`config.mk`:
```
export PLATFORM = sky130hd
export DESIGN_NAME = pixel_range_reduce
export DESIGN_NICKNAME = d
export VERILOG_FILES = /design/src/rtl/pixel_reduce_pkg.sv /design/src/rtl/pixel_cmp_sel.sv /design/src/rtl/pixel_range_reduce.sv
export SDC_FILE = /design/constraint.sdc
export NUM_CORES = 1
export LEC_CHECK = 0
export ABC_AREA = 1
export CAP_MARGIN = 20
export CORE_ASPECT_RATIO = 0.9
export CORE_UTILIZATION = 35
export CTS_BUF_LIST = sky130_fd_sc_hd__clkbuf_2
export DETAILED_ROUTE_END_ITERATION = 12
export HOLD_SLACK_MARGIN = 0.1
export PLACE_DENSITY = 0.69
export SKIP_LAST_GASP = 1
export SLEW_MARGIN = 20
export SYNTH_ARGS = -nofsm -noshare
export SYNTH_HDL_FRONTEND = slang
export SYNTH_SLANG_ARGS = --single-unit
```
`constraint.sdc`:
```
create_clock -name CLK -period 2.8 [get_ports CLK]
set_input_delay 0.7 -clock CLK [delete_from_list [all_inputs] [get_ports CLK]]
set_output_delay 0.7 -clock CLK [all_outputs]
set_load 0.005 [all_outputs]
```
`src/rtl/pixel_reduce_pkg.sv`:
```
// Shared constants and FSM state encoding for the pixel range reducer.
package pixel_reduce_pkg;

    localparam int MODE_MAX  = 0;
    localparam int MODE_MIN  = 1;
    localparam int MODE_BOTH = 2;

    typedef enum logic [1:0] {
        ST_FOLD   = 2'd0,
        ST_EMIT_A = 2'd1,
        ST_EMIT_B = 2'd2
    } state_t;

endpackage

```
`src/rtl/pixel_cmp_sel.sv`:
```
// Strict greater-than or less-than compare, signed or unsigned by parameter.
module pixel_cmp_sel #(
    parameter int DATA_W = 16,
    parameter int SIGNED = 1,
    parameter int GT     = 1
) (
    input  logic [DATA_W-1:0] i_a,
    input  logic [DATA_W-1:0] i_b,
    output logic              o_hit
);

    // Flipping the sign bit maps two's-complement order onto unsigned order.
    localparam logic [DATA_W-1:0] FLIP = {(SIGNED != 0), {(DATA_W-1){1'b0}}};

    logic [DATA_W-1:0] w_a;
    logic [DATA_W-1:0] w_b;

    assign w_a   = i_a ^ FLIP;
    assign w_b   = i_b ^ FLIP;
    assign o_hit = (GT != 0) ? (w_a > w_b) : (w_a < w_b);

endmodule

```
`src/rtl/pixel_range_reduce.sv`:
```
// Folds FRAME_LEN pixels into a max and/or min, then emits one or two result tokens.
module pixel_range_reduce
    import pixel_reduce_pkg::*;
#(
    parameter int DATA_W    = 16,
    parameter int FRAME_LEN = 262144,
    parameter int SIGNED    = 1,
    parameter int MODE      = MODE_MAX
) (
    input  logic              CLK,
    input  logic              RESET,
    input  logic [DATA_W-1:0] In1_DATA,
    input  logic              In1_SEND,
    input  logic [15:0]       In1_COUNT,
    output logic              In1_ACK,
    output logic [DATA_W-1:0] Out1_DATA,
    output logic              Out1_SEND,
    input  logic              Out1_RDY,
    input  logic              Out1_ACK,
    output logic [15:0]       Out1_COUNT,
    output logic [15:0]       frame_cnt,
    output state_t            o_state
);

    // Handshake: an input token moves when In1_SEND && In1_ACK at a rising edge
    // (ACK only in FOLD); a result moves when Out1_SEND (= Out1_RDY in EMIT states).
    localparam int CNT_W = $clog2(FRAME_LEN + 1);

    state_t              r_state;
    state_t              w_next;
    logic [CNT_W-1:0]    r_cnt;
    logic [DATA_W-1:0]   r_max;
    logic [DATA_W-1:0]   r_min;
    logic                r_first;
    logic [15:0]         r_frame_cnt;

    logic                w_accept;
    logic                w_send;
    logic [DATA_W-1:0]   w_data;
    logic                w_last;
    logic                w_gt;
    logic                w_lt;
    logic                w_frame_done;
    logic                w_unused;

    pixel_cmp_sel #(.DATA_W(DATA_W), .SIGNED(SIGNED), .GT(1)) u_cmp_max (
        .i_a   (In1_DATA),
        .i_b   (r_max),
        .o_hit (w_gt)
    );

    pixel_cmp_sel #(.DATA_W(DATA_W), .SIGNED(SIGNED), .GT(0)) u_cmp_min (
        .i_a   (In1_DATA),
        .i_b   (r_min),
        .o_hit (w_lt)
    );

    assign w_last       = (r_cnt == CNT_W'(FRAME_LEN - 1));
    assign w_frame_done = w_send && ((r_state == ST_EMIT_B) || (MODE != MODE_BOTH));
    assign w_unused     = ^{In1_COUNT, Out1_ACK};

    always_ff @(posedge CLK) begin
        if (!RESET) begin
            r_state <= ST_FOLD;
        end else begin
            r_state <= w_next;
        end
    end

    always_comb begin
        w_next = r_state;
        case (r_state)
            ST_FOLD:   if (w_accept && w_last) w_next = ST_EMIT_A;
            ST_EMIT_A: if (w_send) w_next = (MODE == MODE_BOTH) ? ST_EMIT_B : ST_FOLD;
            ST_EMIT_B: if (w_send) w_next = ST_FOLD;
            default:   w_next = ST_FOLD;
        endcase
    end

    always_comb begin
        w_accept = 1'b0;
        w_send   = 1'b0;
        w_data   = '0;
        case (r_state)
            ST_FOLD: begin
                w_accept = RESET && In1_SEND;
            end
            ST_EMIT_A: begin
                w_send = RESET && Out1_RDY;
                w_data = w_send ? ((MODE == MODE_MIN) ? r_min : r_max) : '0;
            end
            ST_EMIT_B: begin
                w_send = RESET && Out1_RDY;
                w_data = w_send ? r_min : '0;
            end
            default: begin
                w_accept = 1'b0;
            end
        endcase
    end

    // The first token of a frame seeds both accumulators regardless of compare.
    always_ff @(posedge CLK) begin
        if (!RESET) begin
            r_cnt       <= '0;
            r_max       <= '0;
            r_min       <= '0;
            r_first     <= 1'b1;
            r_frame_cnt <= '0;
        end else begin
            if (w_accept) begin
                r_cnt   <= w_last ? '0 : r_cnt + CNT_W'(1);
                r_first <= w_last;
                if (r_first || w_gt) r_max <= In1_DATA;
                if (r_first || w_lt) r_min <= In1_DATA;
            end
            if (w_frame_done) r_frame_cnt <= r_frame_cnt + 16'd1;
        end
    end

    assign In1_ACK    = w_accept;
    assign Out1_SEND  = w_send;
    assign Out1_DATA  = w_data;
    assign Out1_COUNT = 16'd1;
    assign frame_cnt  = r_frame_cnt;
    assign o_state    = r_state;

endmodule

```
---- Word level (Yosys, flattened, before mapping) ----
Index checks and enable logic that the tools add are counted.
cells by class
  multiplexer cells ....................... 9
  order comparisons ....................... 2
  add/subtract/negate cells ............... 2
  reductions and logical operators ........ 10
  bitwise operators ....................... 3
  equal/unequal tests ..................... 5
operator list
  kind                                                                      number
  16-bit 2-to-1 mux                                                         2
  16-bit one-hot mux with 2 select lines                                    1
  19-bit by 1-bit adder with 19-bit output (second input constant)          1
  19-bit by 18-bit equality test with 1-bit output (second input constant)  1
  19-bit 2-to-1 mux                                                         1
  16-bit by 1-bit adder with 16-bit output (second input constant)          1
  16-bit > comparator                                                       1
  16-bit less-than comparator                                               1
  2-bit AND reduction                                                       3
  2-bit 2-to-1 mux                                                          2
  2-bit one-hot mux with 2 select lines                                     1
  1-bit logical AND                                                         3
  1-bit NOT                                                                 3
  2-bit by 1-bit equality test with 1-bit output (second input constant)    1
  2-bit equality test (second input constant)                               1
  2-bit logical NOT                                                         1
  1-bit logical OR                                                          2
  1-bit 2-to-1 mux                                                          2
  2-bit by 1-bit inequality test with 1-bit output (second input constant)  1
  2-bit inequality test (second input constant)                             1
  2-bit OR reduction                                                        1
word-level totals
  output and inout port bits .............. 52
  bits in registers ....................... 70

---- Depth between registers and ports, before layout ----
Gate-level depths: netlist of the first run.
  word-level depth ........................ 5
  depth in mapped cells ................... 17

---- By module ----
A second synthesis of the first run with hierarchy kept.
second synthesis, totals
  cell total of the unflattened synthesis .. 450
  area total of the unflattened synthesis .. 3,079.2 µm²
by module, submodules not included
  module              area an instance (µm²)  instances  cells an instance
  pixel_range_reduce  2,643.8                 1          378
  pixel_cmp_sel       435.4                   1          72

---- Worst setup path before layout of the first run ----
Ideal clock, no wire load.
  kind .................................... input to output
  start ................................... input RESET
  end ..................................... output Out1_DATA[10]
  stages on the path ...................... 4
  required time ........................... 2.100 ns
  buffers on the path ..................... 2
  path slack .............................. 0.744 ns
  arrival time ............................ 1.356 ns
  cell sequence ........................... buf_2 -> nand3_4 -> buf_1 -> nor2_1
on the way
  longest elaborated chain between the ends .. 3
  elaborated cells between the ends (all ways) .. 4
  classes of those cells .................. mux (3); reduce/logical (1)
RTL lines
  element                                      RTL line                                            source
  from (decl)                                  pixel_range_reduce.sv:11                            input logic RESET,
  1-bit logical AND (*)                        pixel_range_reduce.sv:89, pixel_range_reduce.sv:93
  16-bit 2-to-1 mux, on equally long branches  pixel_range_reduce.sv:94, pixel_range_reduce.sv:90
  16-bit one-hot mux with 2 select lines (*)   pixel_range_reduce.sv:84                            case (r_state)
  to (decl)                                    pixel_range_reduce.sv:16                            output logic [DATA_W-1:0] Out1_DATA,
Every way passes the cells marked *; elsewhere a longest branch is shown, timed or not.

---- Worst setup path in the final report of the first run ----
  start ................................... input RESET
  end ..................................... output Out1_DATA[7]
Same word-level chain as after synthesis.

==> metrics.csv, run 1 <==
stage,metric,value,unit
clock_tree,worst-skew pair later-pin latency,0.43,ns
worst_hold_path,Hold Crit Class,flop to flop,
status,outcome,"finished, final reports clean",
synth,ys async rst share,0,%
setup_path,crit path launch type,input pin,
timing,Fmax,386.9,MHz
floorplan,Starting Density,37.01,%
floorplan,die height,90.46,µm
final_layout,P&R area growth vs syn,23.93,%
clock_tree,CTS tree,yes,
timing,Finish-stage setup viols,0,
clock_tree,CTS Root Cell,clkbuf_2,
placement,Buffers on Ports,54,
global_route,first-pass GRT wire length,11340,µm
final_layout,utilization after layout,45.86,%
final_layout,"commonest non-fill, non-tap cells in the layout","inv_1, nand2_1, nor2_1, dfxtp_1, clkdlybuf4s50_1",
setup_path,"Arr. time, crit path",1.88,ns
power_and_ir_drop,Max IR drop VDD,0.0002237,V
setup_path,slowest CP cell,clkdlybuf4s50_1,
clock_tree,CTS buffer count,5,
synth,Yosys warning count,0,
floorplan,Die Area,0.009071,mm²
clock_tree,Clock Pin Slew Worst Setup and Hold Paths,0.29,ns
setup_path,crit path max fanout,15,
setup_path,sum of buffers and inverters on the critical path,3,
synth,Synth Flop Type,dfxtp_1,
setup_path,crit end category,output pin,
setup_path,crit-path cells,dlygate4sd2_1 > nand3_4 > buf_12 > nor2_1 > clkdlybuf4s50_1,
power_and_ir_drop,Pwr Density,373.4,mW/mm²
final_layout,final net count,543,
clock_tree,clock sink total,53,
route,TritonRoute pass-1 iters,4,
global_route,initial antenna violation count,0,
setup_path,Setup CP Type,input pin to output pin,
route,DR iter-0 viols,97,
route,post-route ant nets,0,
floorplan,core area,0.008223,mm²
route,met2 WL,3009,µm
route,WL per Instance,10.54,µm
timing,fin crit period,2.585,ns
setup_path,crit-path max cell delay,0.50,ns
timing,setup TNS,0,ns
synth,Post-Synthesis Mean Instance Area,7.077,µm²
global_route,vias in the first global route,2678,
timing,RSZ-0062 raised after global routing,false,
synth,Post-Syn Area,0.003043,mm²
power_and_ir_drop,Sw Ratio,27.23,%
route,Vias/cell,4.575,
floorplan,# rows,31,
power_and_ir_drop,leak pwr,1.586,nW
global_route,GRT Overall Usage,14.87,%
placement,hpwl dp,4859,µm
floorplan,Top Ports,89,
route,metal3 WL,263,µm
final_layout,Antenna Cells,0,
route,Top Layer Used,met4,
synth,Post-Synthesis Cells,430,
power_and_ir_drop,Clock power frac,28.0,%
power_and_ir_drop,sw power,0.3834,mW
placement,GP Congestion,0.7777,
synth,register area share after synthesis,34.87,%
clock_tree,H-Tree Depth,2,
route,DRC,0,
power_and_ir_drop,sequential share of power,56.1,%
route,DRT met1 WL,3064,µm
timing,final period utilization,92.31,%
global_route,largest net degree at the start of global routing,35,
setup_path,required time worst endpoint,2.10,ns
clock_tree,Post-CTS Hold Buffers,0,
timing,final hold vios,0,
job,max-cap violations,0,
floorplan,Die W,100.3,µm
timing,Worst Skew,0.03724,ns
final_layout,Fillers,822,
final_layout,fraction of layout cells with a size suffix above 1,8.402,%
global_route,Overflow after GRT,0,
synth,Cell variety after synth,39,
timing,Slew Limit Fails,0,
clock_tree,Max clock buf depth,2,
synth,#FFs+latches synth,53,
power_and_ir_drop,logic gate share of total power,15.9,%
route,via count,2759,
route,drt total wl,6358,µm
final_layout,"most common cell after layout, fill and taps aside",inv_1,
synth,"EDFF count, synth",0,
setup_path,CP top delay family,buffers and inverters,
power_and_ir_drop,Internal Dissipation,1.025,mW
[power by group through the flow]
stage               registers [mW]  clock network [mW]  logic (mW)
global placement             0.802                   0       0.219
CTS                          0.790               0.409       0.225
global route                 0.793               0.429       0.264
floorplan                    0.801                   0       0.167
finish                       0.790               0.394       0.224
detailed placement           0.803                   0       0.225
[worst register-to-register path, cell delays in order, from the launching register on]
cell     delay (ns)
dfxtp_1        0.40
inv_1          0.06
ha_1           0.31
nand4_1        0.11
nor3_1         0.25
nand2_1        0.09
nand2_1        0.06
nand2_1        0.05
nand2_1        0.10
buf_12         0.19
nand3_1        0.10
nand2_1        0.07
nor2_1         0.04
[layout make-up]
cell class / instances / area (µm²) / share of cell area, %
Sequential cell: 53 / 1061 / 28.14
Tap cell: 115 / 143.9 / 3.816
Timing Repair Buffer: 64 / 638.1 / 16.92
Inverter: 70 / 264.0 / 7.001
Multi-Input combinational cell: 294 / 1600 / 42.44
Clock inverter: 2 / 38.79 / 1.029
Clock buffer: 5 / 25.02 / 0.6636
[registers in the layout, summed over array words and instances (netlist names)]
| register | cells |
|---|---|
| r_max | 16 |
| r_first | 1 |
| o_state | 1 |
| frame_cnt | 16 |
| r_cnt | 19 |
[path summary, 6_finish.rpt]
| path | startpoint | to | cells after the start | slack [ns] |
|---|---|---|---|---|
| min reg2reg | r_cnt[18] | r_cnt[18] | 2 | 0.47 |
| min | r_cnt[18] | r_cnt[18] | 2 | 0.47 |
| max | RESET | Out1_DATA[7] | 5 | 0.22 |
| max reg2reg | r_max[11] | r_max[1] | 12 | 0.91 |
[synthesized netlist by cell type, types with 3 or more instances]
library cell | n | share of area, %
nor3_1 | 4 | 0.66
o21a_1 | 5 | 1.2
buf_4 | 17 | 4.2
nor2_1 | 59 | 7.3
buf_1 | 3 | 0.37
buf_2 | 4 | 0.66
nand4_1 | 10 | 2.1
nor3b_1 | 3 | 0.74
ha_1 | 18 | 7.4
xor2_1 | 5 | 1.4
nor2_2 | 5 | 1.0
o21ai_0 | 12 | 2.0
nand3_1 | 25 | 4.1
dfxtp_1 | 53 | 35
nand2_1 | 63 | 7.8
inv_1 | 65 | 8.0
a21oi_1 | 42 | 6.9
clkbuf_1 | 4 | 0.49
nand2_2 | 4 | 0.82
nor2_4 | 4 | 1.5
[per-stage QoR]
step / hold WS [ns] / setup slack (ns) / area [µm²] / std cells / total power, mW
after floorplan: 0.4287 / 0.7442 / 3099 / 445 / 0.9673
after global placement: 0.4378 / -0.04199 / 3710 / 596 / 1.021
after detailed placement: 0.4415 / -0.05856 / 3710 / 596 / 1.029
after CTS: 0.4709 / 0.1751 / 3771 / 603 / 1.425
after global routing: 0.5039 / 0.06949 / 3771 / 603 / 1.486
final: 0.4711 / 0.2154 / 3771 / 603 / 1.408
[logic make-up (layout without fill, tap and decap cells)]
| family | count (synthesis) | in the layout | share of synthesized area [%] |
|---|---|---|---|
| AO/OA/AOI/OAI | 71 | 71 | 12.99 |
| XOR/XNOR | 5 | 5 | 1.439 |
| adder cells (fa/ha/maj) | 18 | 18 | 7.401 |
| buffers and inverters | 98 | 141 | 14.39 |
| flip-flops | 53 | 53 | 34.87 |
| other | 2 | 17 | 0.2468 |
| AND/OR/NAND/NOR | 183 | 183 | 28.66 |
[timing repair]
action                     CTS  global route
hold endpoints to repair     0             0
buffers inserted             0             0
setup endpoints to repair   16             0
resized for setup            2             0
[per-layer routing]
layer  up-vias  track usage (%)
met5         -                0
met3         2            2.554
met4         0            3.261
li1       1453                -
met2        52            25.86
met1      1252            19.06
Note: power is estimated with default switching activity, not from simulation.
==> run 2: changes to the inputs <==
SETUP_SLACK_MARGIN = 0.4   (was default)
==> metrics.csv, run 2 (same netlist as run 1, synthesis figures left out) <==
stage,metric,value,unit,change
timing,post-route setup slack,0.4672,ns,+0.2517 ns
global_route,first-pass GRT wire length,11330,µm,-0.12%
setup_path,CP endpoint,Out1_DATA[1],,
clock_tree,Clock Pin Slew Worst Setup and Hold Paths,0.28,ns,about the same
global_route,vias in the first global route,2670,,-0.30%
status,outcome,"finished, final reports clean",,
placement,Buffers on Ports,54,,unchanged
worst_hold_path,Hold Crit Class,flop to flop,,
clock_tree,CTS Root Cell,clkbuf_2,,
final_layout,"commonest non-fill, non-tap cells in the layout","inv_1, nand2_1, nor2_1, dfxtp_1, a21oi_1",,
timing,final period utilization,83.32,%,-9.0 points
route,via count,2777,,+0.65%
floorplan,Die W,100.3,µm,unchanged
global_route,Most Crowded Layer GR,met2,,
floorplan,core area,0.008223,mm²,unchanged
timing,RSZ-0062 raised after global routing,false,,
setup_path,worst r2r dst,r_max[1],,
placement,post-place setup slack,-0.05856,ns,unchanged
floorplan,Top Ports,89,,unchanged
clock_tree,Max clock buf depth,2,,unchanged
global_route,met3 GRT Util,2.554,%,unchanged
timing,fin crit period,2.333,ns,-0.2517 ns
power_and_ir_drop,Pwr Density,373.1,mW/mm²,about the same
clock_tree,CTS buffer count,5,,unchanged
setup_path,R2R Path Start,r_max[11],,
clock_tree,clock sink total,53,,unchanged
route,DR iter-0 viols,97,,unchanged
timing,setup TNS,0,ns,unchanged
clock_tree,CTS tree,yes,,
final_layout,final net count,544,,+0.18%
clock_tree,worst-skew pair later-pin latency,0.43,ns,about the same
job,max-cap violations,0,,unchanged
setup_path,crit path max fanout,3,,-12
route,drt total wl,6395,µm,+0.58%
global_route,Overflow after GRT,0,,unchanged
route,post-route ant nets,0,,unchanged
final_layout,"most common cell after layout, fill and taps aside",inv_1,,
global_route,initial antenna violation count,0,,unchanged
floorplan,# rows,31,,unchanged
timing,final hold vios,0,,unchanged
setup_path,crit end category,output pin,,
timing,Worst Skew,0.03265,ns,-0.004586 ns
final_layout,Top reg by flops,r_cnt,,
setup_path,worst reg2reg path depth,12,,unchanged
final_layout,Largest register FFs,19,,unchanged
timing,Slew Limit Fails,0,,unchanged
power_and_ir_drop,leak pwr,1.699,nW,+7.1%
route,Vias/cell,4.598,,+0.49%
floorplan,Starting Density,37.01,%,unchanged
setup_path,R2R Setup Slk,0.91,ns,about the same
clock_tree,Post-CTS Hold Buffers,0,,unchanged
global_route,met1 usage,19.11,%,+0.048 points
route,TritonRoute pass-1 iters,4,,unchanged
setup_path,Setup CP Type,input pin to output pin,,
global_route,M2 GR Usage,25.74,%,-0.11 points
global_route,largest net degree at the start of global routing,35,,unchanged
setup_path,CP Launch Point,Out1_RDY,,
timing,final hold slack,0.4713,ns,+0.0002630 ns
floorplan,Die Area,0.009071,mm²,unchanged
route,DRC,0,,unchanged
final_layout,P&R area growth vs syn,23.81,%,about the same
setup_path,crit path launch type,input pin,,
final_layout,fraction of layout cells with a size suffix above 1,9.202,%,+0.80 points
timing,Fmax,428.7,MHz,+11%
setup_path,"Arr. time, crit path",1.63,ns,-0.25 ns
route,WL per Instance,10.59,µm,+0.42%
global_route,GRT Overall Usage,14.85,%,-0.016 points
placement,hpwl dp,4859,µm,unchanged
setup_path,required time worst endpoint,2.10,ns,about the same
power_and_ir_drop,PnR Total Power,1.406,mW,-0.17%
timing,Finish-stage setup viols,0,,unchanged
power_and_ir_drop,Max IR drop VDD,0.0002233,V,-0.20%
clock_tree,H-Tree Depth,2,,unchanged
placement,GP Congestion,0.7777,,unchanged
floorplan,die height,90.46,µm,unchanged
final_layout,Antenna Cells,0,,unchanged
==> run 2: cell count changes in the layout (fill, tap and decap cells not counted) <==
| cell | change |
|---|---|
| buf_2 | +1 |
| buf_4 | +1 |
| clkdlybuf4s15_2 | +1 |
| clkdlybuf4s50_1 | -17 |
| dfxtp_1 | -1 |
| dfxtp_4 | +1 |
| dlygate4sd2_1 | +13 |
| dlymetal6s2s_1 | +2 |
==> run 2: stage by stage <==
step / std cells / util (%) / area, µm²
global placement: 596 / 45.12 / 3710
CTS: 603 / 45.66 / 3755
floorplan: 445 / - / 3099
finish: 604 / 45.82 / 3767
detailed placement: 596 / 45.12 / 3710
global route: 604 / 45.82 / 3767
==> run 2: layout make-up <==
class,instances,area (µm²)
Clock inverter,2,38.79
Sequential cell,53,1065
Multi-Input combinational cell,294,1600
Clock buffer,5,25.02
Fill cell,832,4456
Inverter,70,264.0
Tap cell,115,143.9
Timing Repair Buffer,65,630.6
==> run 2: repair_timing <==
item / CTS / global route
resized for setup: 24 / 2
setup buffers: 0 / 1
setup endpoints to repair: 18 / 2
==> run 2: how the worst min path moves through the flow <==
stage / from / to / slack [ns] / cells past startpoint
4_1_cts: r_cnt[18] / r_cnt[18] / 0.47 / 2
3_3_place_gp: r_cnt[18] / r_cnt[18] / 0.44 / 2
6_report: r_cnt[18] / r_cnt[18] / 0.47 / 2
2_1_floorplan: r_cnt[18] / r_cnt[18] / 0.43 / 2
5_1_grt: r_cnt[12] / r_cnt[12] / 0.50 / 2
3_5_place_dp: r_cnt[18] / r_cnt[18] / 0.44 / 2
==> run 2: worst max-delay path, cell delays in order <==
cell,delay (ns)
clkdlybuf4s15_2,0.20
nand3_4,0.09
nor2_1,0.12
clkdlybuf4s50_1,0.51
==> run 2: metal layers <==
metal / share of wire, % / routed length [µm]
met2: 48 / 3050
met1: 48 / 3052
met4: 0.33 / 21
met5: 0 / 0
met3: 4.2 / 271
==> run 2: power breakdown <==
part | total, mW | switching, mW | leakage (nW) | internal, mW
registers | 0.789 | 0.0115 | 0.431 | 0.777
clock network | 0.392 | 0.243 | 0.0394 | 0.150
logic | 0.224 | 0.128 | 1.23 | 0.0961
